[src/rtl/pc_stack_unit.sv]
// Program counter with a small LIFO return stack: step, jump, call (push PC+1) and return (pop).
// All state is registered; the status flags are registered alongside the stack pointer.
module pc_stack_unit #(
  parameter int                 WIDTH     = 8,
  parameter int                 DEPTH     = 4,
  parameter logic [WIDTH-1:0]   RESET_VEC = {WIDTH{1'b0}}
) (
  input  logic             clock,
  input  logic             clear_n,
  input  logic             enable,
  input  logic             jump,
  input  logic             call,
  input  logic             ret,
  input  logic [WIDTH-1:0] target,
  output logic [WIDTH-1:0] pc,
  output logic             stack_empty,
  output logic             stack_full,
  output logic             stack_err
);

  localparam int             SPW     = $clog2(DEPTH + 1);
  localparam logic [SPW-1:0] SP_ZERO = {SPW{1'b0}};
  localparam logic [SPW-1:0] SP_ONE  = SPW'(1);
  localparam logic [SPW-1:0] SP_FULL = SPW'(DEPTH);
  localparam logic [WIDTH-1:0] PC_ONE = WIDTH'(1);

  logic [WIDTH-1:0] pc_q, pc_d;
  logic [SPW-1:0]   sp_q, sp_d;
  logic [WIDTH-1:0] stack_q [DEPTH];
  logic [WIDTH-1:0] stack_d [DEPTH];
  logic             err_q, err_d;
  logic             empty_q, empty_d;
  logic             full_q, full_d;
  logic [WIDTH-1:0] top_s;
  logic [WIDTH-1:0] next_pc_s;

  // Select the current top-of-stack entry (slot sp-1) without an out-of-range index.
  always_comb begin
    top_s = stack_q[0];
    for (int i = 0; i < DEPTH; i++) begin
      top_s = (int'(sp_q) == i + 1) ? stack_q[i] : top_s;
    end
  end

  // Next-state logic: one operation per enabled cycle, priority ret > call > jump > step.
  always_comb begin
    next_pc_s = pc_q + PC_ONE;
    pc_d      = pc_q;
    sp_d      = sp_q;
    err_d     = err_q;
    for (int i = 0; i < DEPTH; i++) begin
      stack_d[i] = stack_q[i];
    end

    if (enable) begin
      if (ret) begin
        if (sp_q != SP_ZERO) begin
          pc_d = top_s;
          sp_d = sp_q - SP_ONE;
        end else begin
          err_d = 1'b1;
        end
      end else if (call) begin
        if (sp_q != SP_FULL) begin
          for (int i = 0; i < DEPTH; i++) begin
            stack_d[i] = (int'(sp_q) == i) ? next_pc_s : stack_q[i];
          end
          sp_d = sp_q + SP_ONE;
          pc_d = target;
        end else begin
          err_d = 1'b1;
        end
      end else if (jump) begin
        pc_d = target;
      end else begin
        pc_d = next_pc_s;
      end
    end else begin
      pc_d = pc_q;
    end

    empty_d = (sp_d == SP_ZERO);
    full_d  = (sp_d == SP_FULL);
  end

  // State registers; clear_n empties the stack and drops the sticky error immediately.
  always_ff @(posedge clock or negedge clear_n) begin
    if (!clear_n) begin
      pc_q    <= RESET_VEC;
      sp_q    <= SP_ZERO;
      err_q   <= 1'b0;
      empty_q <= 1'b1;
      full_q  <= 1'b0;
      for (int i = 0; i < DEPTH; i++) begin
        stack_q[i] <= {WIDTH{1'b0}};
      end
    end else begin
      pc_q    <= pc_d;
      sp_q    <= sp_d;
      err_q   <= err_d;
      empty_q <= empty_d;
      full_q  <= full_d;
      for (int i = 0; i < DEPTH; i++) begin
        stack_q[i] <= stack_d[i];
      end
    end
  end

  assign pc          = pc_q;
  assign stack_empty = empty_q;
  assign stack_full  = full_q;
  assign stack_err   = err_q;

endmodule

[config.mk]
export PLATFORM = sky130hd
export DESIGN_NAME = pc_stack_unit
export DESIGN_NICKNAME = d
export VERILOG_FILES = /design/src/rtl/pc_stack_unit.sv
export SDC_FILE = /design/constraint.sdc
export NUM_CORES = 1
export LEC_CHECK = 0
export CAP_MARGIN = 30
export CORE_MARGIN = 5
export CORE_UTILIZATION = 60
export CTS_BUF_LIST = sky130_fd_sc_hd__clkbuf_8
export CTS_CLUSTER_DIAMETER = 60
export CTS_CLUSTER_SIZE = 10
export DETAILED_ROUTE_END_ITERATION = 10
export PLACE_DENSITY = 0.88
export SYNTH_ARGS = -nofsm -noshare
export SYNTH_HDL_FRONTEND = slang
export SYNTH_SLANG_ARGS = --single-unit
[constraint.sdc]
create_clock -name clock -period 3.75 [get_ports clock]
set_input_delay 0.375 -clock clock [delete_from_list [all_inputs] [get_ports clock]]
set_output_delay 0.375 -clock clock [all_outputs]
set_load 0.01 [all_outputs]
## After elaboration in Yosys (flattened, before gate mapping)

Cells that the tools add are included.

| word-level totals | value |
|---|---|
| output and inout bits | 11 |
| logic and storage cells | 50 |
| input bits | 14 |
| register bits | 46 |

| cells by class | value |
|---|---|
| muxes and demuxes | 17 |
| eq/ne operators | 10 |
| reductions and logical operators | 10 |
| add/sub/neg operators | 3 |
| bitwise gates (word level) | 1 |

Operators by type and width:

| cell | count |
|---|---|
| $mux W8 | 8 |
| $reduce_and A5 Y1 | 4 |
| $mux W3 | 5 |
| $eq A3 B3 Y1 const B | 4 |
| $add A8 B1 Y8 const B | 1 |
| $logic_not A3 Y1 | 2 |
| $mux W1 | 4 |
| $ne A2 B2 Y1 const B | 2 |
| $reduce_and A4 Y1 | 1 |
| $add A3 B1 Y3 const B | 1 |
| $eq A3 B2 Y1 const B | 1 |
| $ne A3 B1 Y1 const B | 1 |
| $ne A3 B3 Y1 const B | 1 |
| $reduce_and A3 Y1 | 1 |
| $reduce_bool A3 Y1 | 1 |
| $sub A3 B1 Y3 const B | 1 |
| $ne A2 B1 Y1 const B | 1 |
| $reduce_bool A2 Y1 | 1 |
| $not A1 Y1 | 1 |

## Longest topological paths before layout

Gate-level depths: netlist (run 1).

| depth | value |
|---|---|
| depth in word-level cells | 6 |
| depth in mapped cells | 10 |
| mapped depth without buffers | 8 |

## Least setup slack after synthesis (run 1)

OpenSTA, ideal clock, no wires.

| path | value |
|---|---|
| path type | register to register |
| start point | reg sp_q[0] |
| end point | reg pc_q[6], in the netlist pc[6] |
| arrival | 1.774 ns |
| path buffers | 2 |
| setup slack | 1.852 ns |
| period minus slack after synthesis | 1.898 ns |
| data required time | 3.626 ns |
| cell stages (with the launch flop) | 10 |
| library setup time | 0.124 ns |
| cell sequence | dfrtp_1 inv_1 ha_1 buf_6 and2_4 buf_6 or3_1 o21ai_0 a211oi_1 a211o_1 |

| on the way | value |
|---|---|
| cells in the longest elaborated chain, start to end | 6 |
| elaborated cells on any way between the ends | 13 |
| classes of those cells | 6 x eq/ne; 5 x mux; 2 x reduce/logical |

Ends and longest elaborated chain:

| what | RTL line | source |
|---|---|---|
| start, declared | 28 | `logic [SPW-1:0] sp_q, sp_d;` |
| start signal, assigned | 99 | `sp_q <= sp_d;` |
| $eq A3 B3 Y1 | 41 | `top_s = (int'(sp_q) == i + 1) ? stack_q[i] : top_s;` |
| $mux W8 (3 in a row) | 41 |  |
| $mux W8 | 57 | `if (sp_q != SP_ZERO) begin` |
| $mux W8 | 56 | `if (ret) begin` |
| end signal, assigned | 98 | `pc_q <= pc_d;` |
| end, declared | 27 | `logic [WIDTH-1:0] pc_q, pc_d;` |

Parallel ways exist; a longest one is shown, timed or not. The select of a mux whose other input is x is not followed.
A chain may end at the register's enable or synchronous reset.

## Final worst setup path (run 1)

| path | value |
|---|---|
| start point | in ret |
| end point | reg pc_q[0], in the netlist pc[0] |

| on the way | value |
|---|---|
| cells in the longest elaborated chain, start to end | 2 |
| elaborated cells on any way between the ends | 4 |
| classes of those cells | 2 x eq/ne; 1 x mux; 1 x reduce/logical |

Ends and longest elaborated chain:

| what | RTL line | source |
|---|---|---|
| start, declared | 13 | `input logic ret,` |
| $ne A3 B1 Y1 (no line) / $ne A2 B1 Y1 (equally long branches) | n/a |  |
| $reduce_and A3 Y1 (no line) | n/a |  |

Parallel ways exist; a longest one is shown, timed or not.

==> implementation parameters, run 1 <==
Parameter                              Value

Status
  Status    complete, no violations

Clock network
  Clock Latency Late Sink    just over 300 ps
  Number of H-tree levels    2
  Num CTS Buffers    5
  Root buffer selected by CTS    sky130_fd_sc_hd__clkbuf_8
  Clock transition at the registers of the reported paths    100 ps
  Post-cts resize count    0
  TritonCTS clock tree    done
  Number of buffers on the longest clock path    2
  Sink Count    46

Placed design
  Setup WS pre-CTS    approximately 800 ps
  Weighted congestion reported at the end of routability-driven placement    approximately 0.86
  IO buf count    24
  Placed wire-length estimate after detailed placement    3.99 mm

Synthesis
  Most used DFF post-synth    sky130_fd_sc_hd__dfrtp_1
  Mean post-synth cell area    a little over 9 µm²
  Number of enable flip-flop cells after synthesis    0
  Mapped Nets    between 200 and 300
  Cells after Synth    between 200 and 300
  Number of distinct library cells after synthesis    43
  Syn. warnings    0
  Yosys reg bits    46
  Proportion of synthesized chip area in sequential cells    a little under half
  Post-synthesis async set-or-reset flop share    100%
  Area of the mapped netlist    2430 µm²

Routing
  Vias per Instance    5.95
  Via count    between 1,500 and 2,000
  Remaining antenna violation count    0
  Initial DRC count    between 200 and 250
  Wirelength per Cell    16.8 µm
  Total wire length    around 5.6 mm
  Number of detailed-route iterations in the first pass    5
  Post-detailed-route DRC marker count    0

Die
  Chip height    roughly 74 µm
  Std-Cell Rows    23
  Effective utilization at floorplan    roughly three fifths
  Die span in x    73.6 µm
  Total die area    5420 µm²
  IO Pins    25
  Floorplan Core Area    3970 µm²

Timing
  Relative max-transition margin    37.3%
  Final setup skew    ~11 ps
  Setup violations, final    0
  Final setup TNS    0 ps
  Final worst-path cycle share    74.6%
  Number of slew-limit violations in the final report    0
  Number of failing hold endpoints at the final stage    0
  Achievable clock frequency    0.358 GHz
  Actual slew at the worst max-slew pin    around 940 ps
  Final critical delay including setup and external delays    2800 ps
  Min setup slack post-route    around 950 ps
  Unrepaired setup endpoints after global routing    no

Setup path
  Data required, critical path    approximately 3900 ps
  Slowest stage delay, CP    roughly 940 ps
  Critical Path Slowest Stage Cell    sky130_fd_sc_hd__clkdlybuf4s50_1
  Largest delay share family, worst path    compound AO/OA/AOI/OAI gates
  Sort of element at the end of the critical path    register
  Sum of buffers and inverters on the critical path    1
  Critical path startpoint category    primary input
  Ordered cell list for the critical path    clkdlybuf4s50_1, and2b_1, a221oi_2, nand2_1, a21oi_1, a211oi_2
  Worst setup path category    in2reg
  Maximum net fanout on the critical path    20
  CP Data Arrival Time    approximately 3000 ps

Power
  Pwr dens    slightly above 800 nW/µm²
  Worst supply voltage drop on vdd    around 430 µV
  Leakage component of the power    roughly 1.3 nW

Cells and area
  Fraction of final layout cells sized beyond drive strength 1    slightly above 9%
  Diode insertion count for antenna repair    0
  Final core occ    a little over two thirds
  Number of nets in the final layout    roughly 300
  Most frequent cells in the layout    sky130_fd_sc_hd__nand2_1 (45), sky130_fd_sc_hd__dfrtp_1 (45), sky130_fd_sc_hd__o21ai_0 (38)
  Footprint of the multi-input gates    1160 µm²
  Fill cell instance count of the final layout    about 310
  Sequential Area    1150 µm²
  Relative area change from synthesis to final layout    15.8%

Global routing
  Overflow after GRT    0
  Vias in the first global route    roughly 2,000
  Number of antenna violations at the first check in global routing    0
  Pin count of the biggest net entering global routing    36
  Overall track demand over capacity in global routing    22.9%
  Global-route wire length before repair    9.40 mm

Worst hold path
  Hold Path Class    in2async

Job
  Max-capacitance violation count    0
==> state kept, by name (all words and copies together), names as in the netlist <==
register     cells
stack_q         32
pc               8
sp_q             3
stack_empty      1
stack_err        1
stack_full       1
==> cell type report <==
type	instances	share of cell area (%)
multi-input cells	193	41.4
flip-flops and latches	46	41.0
repair buffers	26	9.43
clock buffers	5	2.45
clock inverters	3	2.45
well taps	50	2.23
inverters	8	1.07
==> worst register-to-register path: stages (launching register included) <==
cell and delay [ps]:
sky130_fd_sc_hd__dfrtp_1 440, sky130_fd_sc_hd__inv_1 130, sky130_fd_sc_hd__ha_1 360, sky130_fd_sc_hd__and2_4 280, sky130_fd_sc_hd__a221oi_2 700, sky130_fd_sc_hd__nand2_1 230
sky130_fd_sc_hd__a21oi_1 240, sky130_fd_sc_hd__a211oi_2 90
==> per-layer routing <==
metal,global-route usage (%),part of all wire [%],vias to the layer above
met5,0,0,-
met4,10.3,2.1,0
met3,5.47,4.5,10
met2,35.9,49,53
met1,30.0,45,960
li1,-,-,946
==> logic make-up after synthesis <==
logic type | after synthesis | synth area share (%)
AO/OA/AOI/OAI | 75 | 19.8
XOR/XNOR | 8 | 2.89
adder cells (fa/ha/maj) | 7 | 3.61
buffers and inverters | 21 | 4.59
flip-flops | 46 | 47.5
multiplexers | 9 | 3.97
AND/OR/NAND/NOR | 94 | 17.6
==> Yosys cell counts, types with 3 or more instances <==
cell	n	area (µm²)
sky130_fd_sc_hd__ha_1	7	87.6
sky130_fd_sc_hd__xnor2_1	3	26.3
sky130_fd_sc_hd__buf_2	8	40.0
sky130_fd_sc_hd__mux2_2	5	56.3
sky130_fd_sc_hd__nand3_1	5	25.0
sky130_fd_sc_hd__nor2_1	23	86.3
sky130_fd_sc_hd__mux2i_1	4	40.0
sky130_fd_sc_hd__inv_1	7	26.3
sky130_fd_sc_hd__nand2_1	45	169
sky130_fd_sc_hd__a21oi_1	12	60.1
sky130_fd_sc_hd__o21ai_0	38	190
sky130_fd_sc_hd__xor2_1	5	43.8
sky130_fd_sc_hd__a31oi_1	7	43.8
sky130_fd_sc_hd__a211o_1	5	43.8
sky130_fd_sc_hd__dfrtp_1	45	1130
sky130_fd_sc_hd__and3_1	6	37.5
==> stage by stage <==
| stage | hold WS, ps | power, W | cells | instance area, µm² |
|---|---|---|---|---|
| after floorplan | 79.4 | 0.00151 | 260 | 2430 |
| after global placement | 459 | 0.00181 | 321 | 2640 |
| after detailed placement | 272 | 0.00184 | 322 | 2660 |
| after CTS | 472 | 0.00229 | 331 | 2810 |
| after global routing | 488 | 0.00245 | 331 | 2810 |
| final | 464 | 0.00229 | 331 | 2810 |
==> final timing paths <==
check	startpoint	endpoint	slack (ps)	cells after the start
worst max-delay path	ret	pc[0]$_DFFE_PN0P_	950	6
worst min-delay path	clear_n	stack_q[16]$_DFFE_PN0P_	460	2
worst max register to register	sp_q[0]$_DFF_PN0_	pc[0]$_DFFE_PN0P_	1170	7
worst min register to register	stack_q[12]$_DFFE_PN0P_	stack_q[12]$_DFFE_PN0P_	490	2
max in group asynchronous	clear_n	stack_empty$_DFF_PN1_	2740	3
min in group clock	stack_q[12]$_DFFE_PN0P_	stack_q[12]$_DFFE_PN0P_	490	2
==> power by group <==
group | internal (W) | switching (W)
Sequential | 0.000721 | 0.000192
Clock | 0.000267 | 0.000176
Combinational | 0.000410 | 0.000522
Total | 0.00140 | 0.000891
==> repair_timing <==
item,4_1_cts,5_1_grt
buffers inserted,0,0
hold buffers,1,0
hold endpoints to repair,11,0
Power figures use the tool's default switching activity.
==> run 2, diff against run 1 <==
CORE_UTILIZATION = 53   (was 60)
PLACE_DENSITY = 0.82   (was 0.88)
clock period = 2.5 ns   (was 3.75 ns; I/O delays follow)
==> implementation parameters, run 2 (synthesized netlist as in run 1, its figures left out) <==
Parameter                              Value

Setup path
  Data required, critical path    2690 ps (-1250 ps)
  Ordered cell list for the critical path    inv_1, ha_1, and2_4, a221oi_2, buf_4, a31oi_1, nor2_1, a211oi_2
  Slowest stage delay, CP    430 ps (-510 ps)
  Sort of element at the end of the critical path    register
  Critical R2R Capture    pc[0]$_DFFE_PN0P_
  CP Data Arrival Time    2260 ps (-730 ps)
  Sum of buffers and inverters on the critical path    2 (+1)
  Critical path startpoint category    register
  Maximum net fanout on the critical path    10 (-50%)
  Register-to-register path setup slack    430 ps (-740 ps)
  Critical Path Slowest Stage Cell    sky130_fd_sc_hd__dfrtp_1
  Worst setup path category    reg2reg
  Worst reg2reg path startpoint    sp_q[0]$_DFF_PN0_
  Worst Reg-to-Reg Cells    8 (+1)
  Largest delay share family, worst path    flip-flops

Clock network
  Root buffer selected by CTS    sky130_fd_sc_hd__clkbuf_8
  Num CTS Buffers    5 (unchanged)
  Clock Latency Late Sink    300 ps (about the same)
  TritonCTS clock tree    done
  Sink Count    46 (unchanged)
  Number of H-tree levels    2 (unchanged)
  Setup Buffers After CTS    0 (unchanged)
  Number of buffers on the longest clock path    2 (unchanged)
  Clock transition at the registers of the reported paths    90 ps (about the same)

Timing
  Number of slew-limit violations in the final report    0 (unchanged)
  Number of failing hold endpoints at the final stage    0 (unchanged)
  Actual slew at the worst max-slew pin    533 ps (-404 ps)
  Final setup skew    8.87 ps (-2.01 ps)
  Setup violations, final    0 (unchanged)
  Relative max-transition margin    64.5% (+27 points)
  Worst hold slack    473 ps (+8.78 ps)
  Achievable clock frequency    ~0.48 GHz
  Final critical delay including setup and external delays    approximately 2100 ps
  Unrepaired setup endpoints after global routing    no
  Final worst-path cycle share    approximately 83%
  Final setup TNS    0 ps (unchanged)

Die
  Std-Cell Rows    24 (+4.3%)
  Chip height    77.7 µm (+5.5%)
  Effective utilization at floorplan    55.4% (-5.8 points)
  Die span in x    77.7 µm (+5.5%)
  Floorplan Core Area    4380 µm² (+10%)
  Total die area    6030 µm² (+11%)
  IO Pins    25 (unchanged)

Routing
  Wirelength per Cell    16.1 µm (-4.1%)
  Vias per Instance    5.78 (-2.8%)
  Remaining antenna violation count    0 (unchanged)
  Total wire length    5.50 mm (-0.95%)
  Initial DRC count    204 (+0.99%)
  Via count    1,977 (+0.41%)
  Number of detailed-route iterations in the first pass    4 (-1)
  Post-detailed-route DRC marker count    0 (unchanged)

Cells and area
  Number of nets in the final layout    310 (+3.0%)
  Relative area change from synthesis to final layout    17.9%
  Footprint of the multi-input gates    1160 µm² (unchanged)
  Most frequent cells in the layout    sky130_fd_sc_hd__nand2_1 (45), sky130_fd_sc_hd__dfrtp_1 (45), sky130_fd_sc_hd__o21ai_0 (38)
  Final core occ    65.3% (-5.5 points)
  Flip-flop count of the largest register after layout    32 (unchanged)
  Finished layout cell area    2860 µm² (+1.8%)
  Diode insertion count for antenna repair    0 (unchanged)
  Register name with the most flops    stack_q
  Fraction of final layout cells sized beyond drive strength 1    11.7% (+2.5 points)
  Sequential Area    1150 µm² (unchanged)
  Fill cell instance count of the final layout    345 (+13%)

Power
  Pwr dens    1170 nW/µm² (+44%)
  Leakage component of the power    1.29 nW (+2.7%)
  Worst supply voltage drop on vdd    777 µV (+83%)

Global routing
  Pin count of the biggest net entering global routing    26 (-28%)
  Global-route wire length before repair    9.50 mm (+1.0%)
  Number of antenna violations at the first check in global routing    0 (unchanged)
  Overflow after GRT    0 (unchanged)
  Vias in the first global route    1,903 (-3.1%)
  Overall track demand over capacity in global routing    19.3% (-3.6 points)

Worst hold path
  Hold Path Class    in2async

Status
  Status    complete, no violations

Job
  Max-capacitance violation count    0 (unchanged)

Placed design
  Total cell area at the placement stage    2740 µm² (+2.9%)
  Weighted congestion reported at the end of routability-driven placement    0.913 (+6.5%)
  IO buf count    24 (unchanged)
  Placed wire-length estimate after detailed placement    4.17 mm (+4.7%)
-- run 2: cell types whose count changed in the layout (fill, tap and decap cells not counted), sizes merged --
cell,previous run,this run
inv,8,9
clkinvlp,0,1
clkinv,1,0
bufinv,2,1
buf,2,11
-- run 2: cell type report --
cell class,instances,area share (%)
repair buffers,35,11.9
multi-input cells,193,40.7
inverters,8,1.05
clock buffers,5,2.40
flip-flops and latches,46,40.3
clock inverters,3,1.44
well taps,52,2.27
-- run 2: what timing repair did --
item | in CTS | in global routing
endpoints found under the setup margin | 0 | 0
hold buffers | 1 | 0
resized for setup | 0 | 0
endpoints found under the hold margin | 20 | 0
-- run 2: worst max path at each step --
stage | from | cells past startpoint | endpoint
finish | sp_q[0]$_DFF_PN0_ | 8 | pc[0]$_DFFE_PN0P_
floorplan | sp_q[0]$_DFF_PN0_ | 9 | pc[6]$_DFFE_PN0P_
detailed placement | ret | 7 | stack_q[30]$_DFFE_PN0P_
CTS | sp_q[0]$_DFF_PN0_ | 8 | pc[0]$_DFFE_PN0P_
global route | sp_q[0]$_DFF_PN0_ | 7 | pc[5]$_DFFE_PN0P_
global placement | ret | 7 | stack_q[30]$_DFFE_PN0P_
-- run 2: stage by stage --
| stage | power, W | std cells | setup slack (ps) |
|---|---|---|---|
| 2_1_floorplan | 0.00227 | 260 | 602 |
| 3_3_place_gp | 0.00276 | 332 | 505 |
| 3_5_place_dp | 0.00280 | 333 | 460 |
| 4_1_cts | 0.00336 | 342 | 439 |
| 5_1_grt | 0.00362 | 342 | 237 |
| 6_report | 0.00334 | 342 | 433 |
-- run 2: where the power goes --
part	switching [W]	total, W	internal [W]	leakage (nW)
Combinational	0.000798	0.00145	0.000647	0.665
Sequential	0.000272	0.00136	0.00108	0.568
Clock	0.000250	0.000544	0.000294	0.0556
Total	0.00132	0.00334	0.00202	1.29
-- run 2: layer usage --
layer / up-vias / routed length (µm) / GRT usage [%]
met1: 946 / 2520 / 26.7
li1: 960 / - / -
met5: - / 0 / 0
met2: 59 / 2640 / 30.8
met3: 12 / 241 / 3.94
met4: 0 / 99 / 5.50
-- run 2: worst register-to-register path, stage by stage (launching register included) --
cell and delay [ps]:
sky130_fd_sc_hd__dfrtp_1 430, sky130_fd_sc_hd__inv_1 130, sky130_fd_sc_hd__ha_1 360, sky130_fd_sc_hd__and2_4 280
sky130_fd_sc_hd__a221oi_2 270, sky130_fd_sc_hd__buf_4 210, sky130_fd_sc_hd__a31oi_1 90, sky130_fd_sc_hd__nor2_1 150
sky130_fd_sc_hd__a211oi_2 50
==> run 3, diff against run 2 <==
clock period = 1.8 ns   (was 2.5 ns; I/O delays follow)
==> implementation parameters, run 3 (synthesized netlist as in run 1, its figures left out) <==
Parameter                              Value

Global routing
  Pin count of the biggest net entering global routing    25 (-3.8%)
  Overall track demand over capacity in global routing    21.8% (+2.4 points)
  Vias in the first global route    2,151 (+13%)
  Number of antenna violations at the first check in global routing    0 (unchanged)
  Overflow after GRT    0 (unchanged)
  Global-route wire length before repair    10.5 mm (+11%)

Placed design
  Weighted congestion reported at the end of routability-driven placement    0.899 (-1.5%)
  Placed insts    361 (+8.4%)
  Placed wire-length estimate after detailed placement    4.68 mm (+12%)
  IO buf count    24 (unchanged)

Setup path
  Worst reg2reg path startpoint    sp_q[0]$_DFF_PN0_
  Worst setup path category    reg2reg
  Worst Reg-to-Reg Cells    9 (+1)
  Critical path startpoint category    register
  Critical Path Source    sp_q[0]$_DFF_PN0_
  CP Data Arrival Time    2070 ps (-190 ps)
  Register-to-register path setup slack    -10 ps (-440 ps)
  Sort of element at the end of the critical path    register
  Critical R2R Capture    pc[6]$_DFFE_PN0P_
  Data required, critical path    2060 ps (-630 ps)
  Maximum net fanout on the critical path    6 (-4)
  Critical path endpoint    pc[6]$_DFFE_PN0P_

Die
  Die span in x    77.7 µm (unchanged)
  Floorplan Core Area    4380 µm² (unchanged)
  IO Pins    25 (unchanged)
  Total die area    6030 µm² (unchanged)
  Chip height    77.7 µm (unchanged)
  Std-Cell Rows    24 (unchanged)
  Effective utilization at floorplan    55.4% (unchanged)

Routing
  Vias per Instance    5.89 (+1.9%)
  Number of detailed-route iterations in the first pass    4 (unchanged)
  Wirelength per Cell    18.5 µm (+15%)
  Total wire length    6.98 mm (+27%)
  Initial DRC count    239 (+17%)
  Via count    2,221 (+12%)
  Remaining antenna violation count    0 (unchanged)
  Post-detailed-route DRC marker count    0 (unchanged)

Clock network
  TritonCTS clock tree    done
  Num CTS Buffers    5 (unchanged)
  Number of H-tree levels    2 (unchanged)
  Clock Latency Late Sink    310 ps (about the same)
  Number of buffers on the longest clock path    2 (unchanged)
  Sink Count    46 (unchanged)
  Clock transition at the registers of the reported paths    100 ps (about the same)
  Root buffer selected by CTS    sky130_fd_sc_hd__clkbuf_8

Timing
  Final setup skew    15.9 ps (+7.05 ps)
  Setup violations, final    1 (+1)
  Min setup slack post-route    -12.2 ps (-445 ps)
  Final critical delay including setup and external delays    1810 ps (-255 ps)
  Relative max-transition margin    60.7% (-3.8 points)
  Unrepaired setup endpoints after global routing    yes
  Final worst-path cycle share    101% (+18 points)
  Achievable clock frequency    0.552 GHz (+14%)
  Final setup TNS    -12.2 ps (-12.2 ps)
  Worst hold slack    380 ps (-93.1 ps)
  Number of failing hold endpoints at the final stage    0 (unchanged)
  Number of slew-limit violations in the final report    0 (unchanged)
  Actual slew at the worst max-slew pin    587 ps (+54.3 ps)

Power
  Leakage component of the power    1.46 nW (+13%)
  Overall power    0.00536 W (+60%)
  Pwr dens    1670 nW/µm² (+43%)
  Worst supply voltage drop on vdd    1150 µV (+49%)

Cells and area
  Flip-flop count of the largest register after layout    32 (unchanged)
  Relative area change from synthesis to final layout    32.5%
  Diode insertion count for antenna repair    0 (unchanged)
  Register name with the most flops    stack_q
  Leading cell type in the layout, fill and taps excluded    sky130_fd_sc_hd__dfrtp_1
  Fraction of final layout cells sized beyond drive strength 1    25.8% (+14 points)
  Fin cells    377 (+10%)
  Most frequent cells in the layout    sky130_fd_sc_hd__dfrtp_1 (44), sky130_fd_sc_hd__nand2_1 (43), sky130_fd_sc_hd__buf_4 (40)
  Number of nets in the final layout    345 (+11%)

Worst hold path
  Hold Path Class    in2async

Job
  Max-capacitance violation count    0 (unchanged)

Status
  Failing checks    negative setup slack
  Status    finished, violations left
run 3: cell type report:
cell class              instances  area, µm²
repair buffers                 70        611
clock buffers                   5       68.8
well taps                      52       65.1
inverters                       8       32.5
multi-input cells             193       1260
fillers                       292       1170
flip-flops and latches         46       1150
clock inverters                 3       25.0
run 3: worst min-delay path by stage:
stage,start,to
after CTS,clear_n,stack_q[22]$_DFFE_PN0P_
after global placement,clear_n,stack_q[22]$_DFFE_PN0P_
after global routing,clear_n,stack_q[22]$_DFFE_PN0P_
after detailed placement,clear_n,stack_q[22]$_DFFE_PN0P_
final,clear_n,stack_q[7]$_DFFE_PN0P_
after floorplan,clear_n,pc[0]$_DFFE_PN0P_
run 3: what timing repair did:
item	in CTS	in global routing
gates cloned	1	0
buffers inserted	3	3
gates resized for setup	6	20
hold buffers	1	0
pin swaps	3	8
endpoints found under the setup margin	8	17
endpoints found under the hold margin	21	0
run 3: power breakdown:
group          internal, W  total [W]  switching (W)  leakage (nW)
registers          0.00151    0.00188       0.000374         0.567
logic              0.00136    0.00280        0.00144         0.849
clock network     0.000281   0.000677       0.000396        0.0447
total              0.00314    0.00536        0.00221          1.46
run 3: per-stage QoR:
step / util (%) / area (µm²) / setup WS [ps]
floorplan: - / 2440 / 0.166
global placement: 67.4 / 2960 / -143
detailed placement: 67.4 / 2960 / -109
CTS: 71.0 / 3110 / -15.0
global route: 73.3 / 3220 / -98.8
finish: 73.3 / 3220 / -12.2
run 3: metal layers:
| layer | GRT usage (%) | routed length [µm] | vias to the layer above |
|---|---|---|---|
| li1 | - | - | 1028 |
| met1 | 28.7 | 2900 | 1081 |
| met2 | 34.7 | 3400 | 89 |
| met3 | 4.17 | 456 | 23 |
| met4 | 9.62 | 225 | 0 |
| met5 | 0 | 0 | - |
run 3: worst max-delay path, cell delays in order (launching register included):
cell	delay (ps)
sky130_fd_sc_hd__dfrtp_1	410
sky130_fd_sc_hd__inv_2	70
sky130_fd_sc_hd__buf_6	120
sky130_fd_sc_hd__ha_4	170
sky130_fd_sc_hd__and2_4	200
sky130_fd_sc_hd__a221oi_2	230
sky130_fd_sc_hd__buf_4	180
sky130_fd_sc_hd__nand2_4	70
sky130_fd_sc_hd__a211oi_2	200
sky130_fd_sc_hd__a211o_1	130
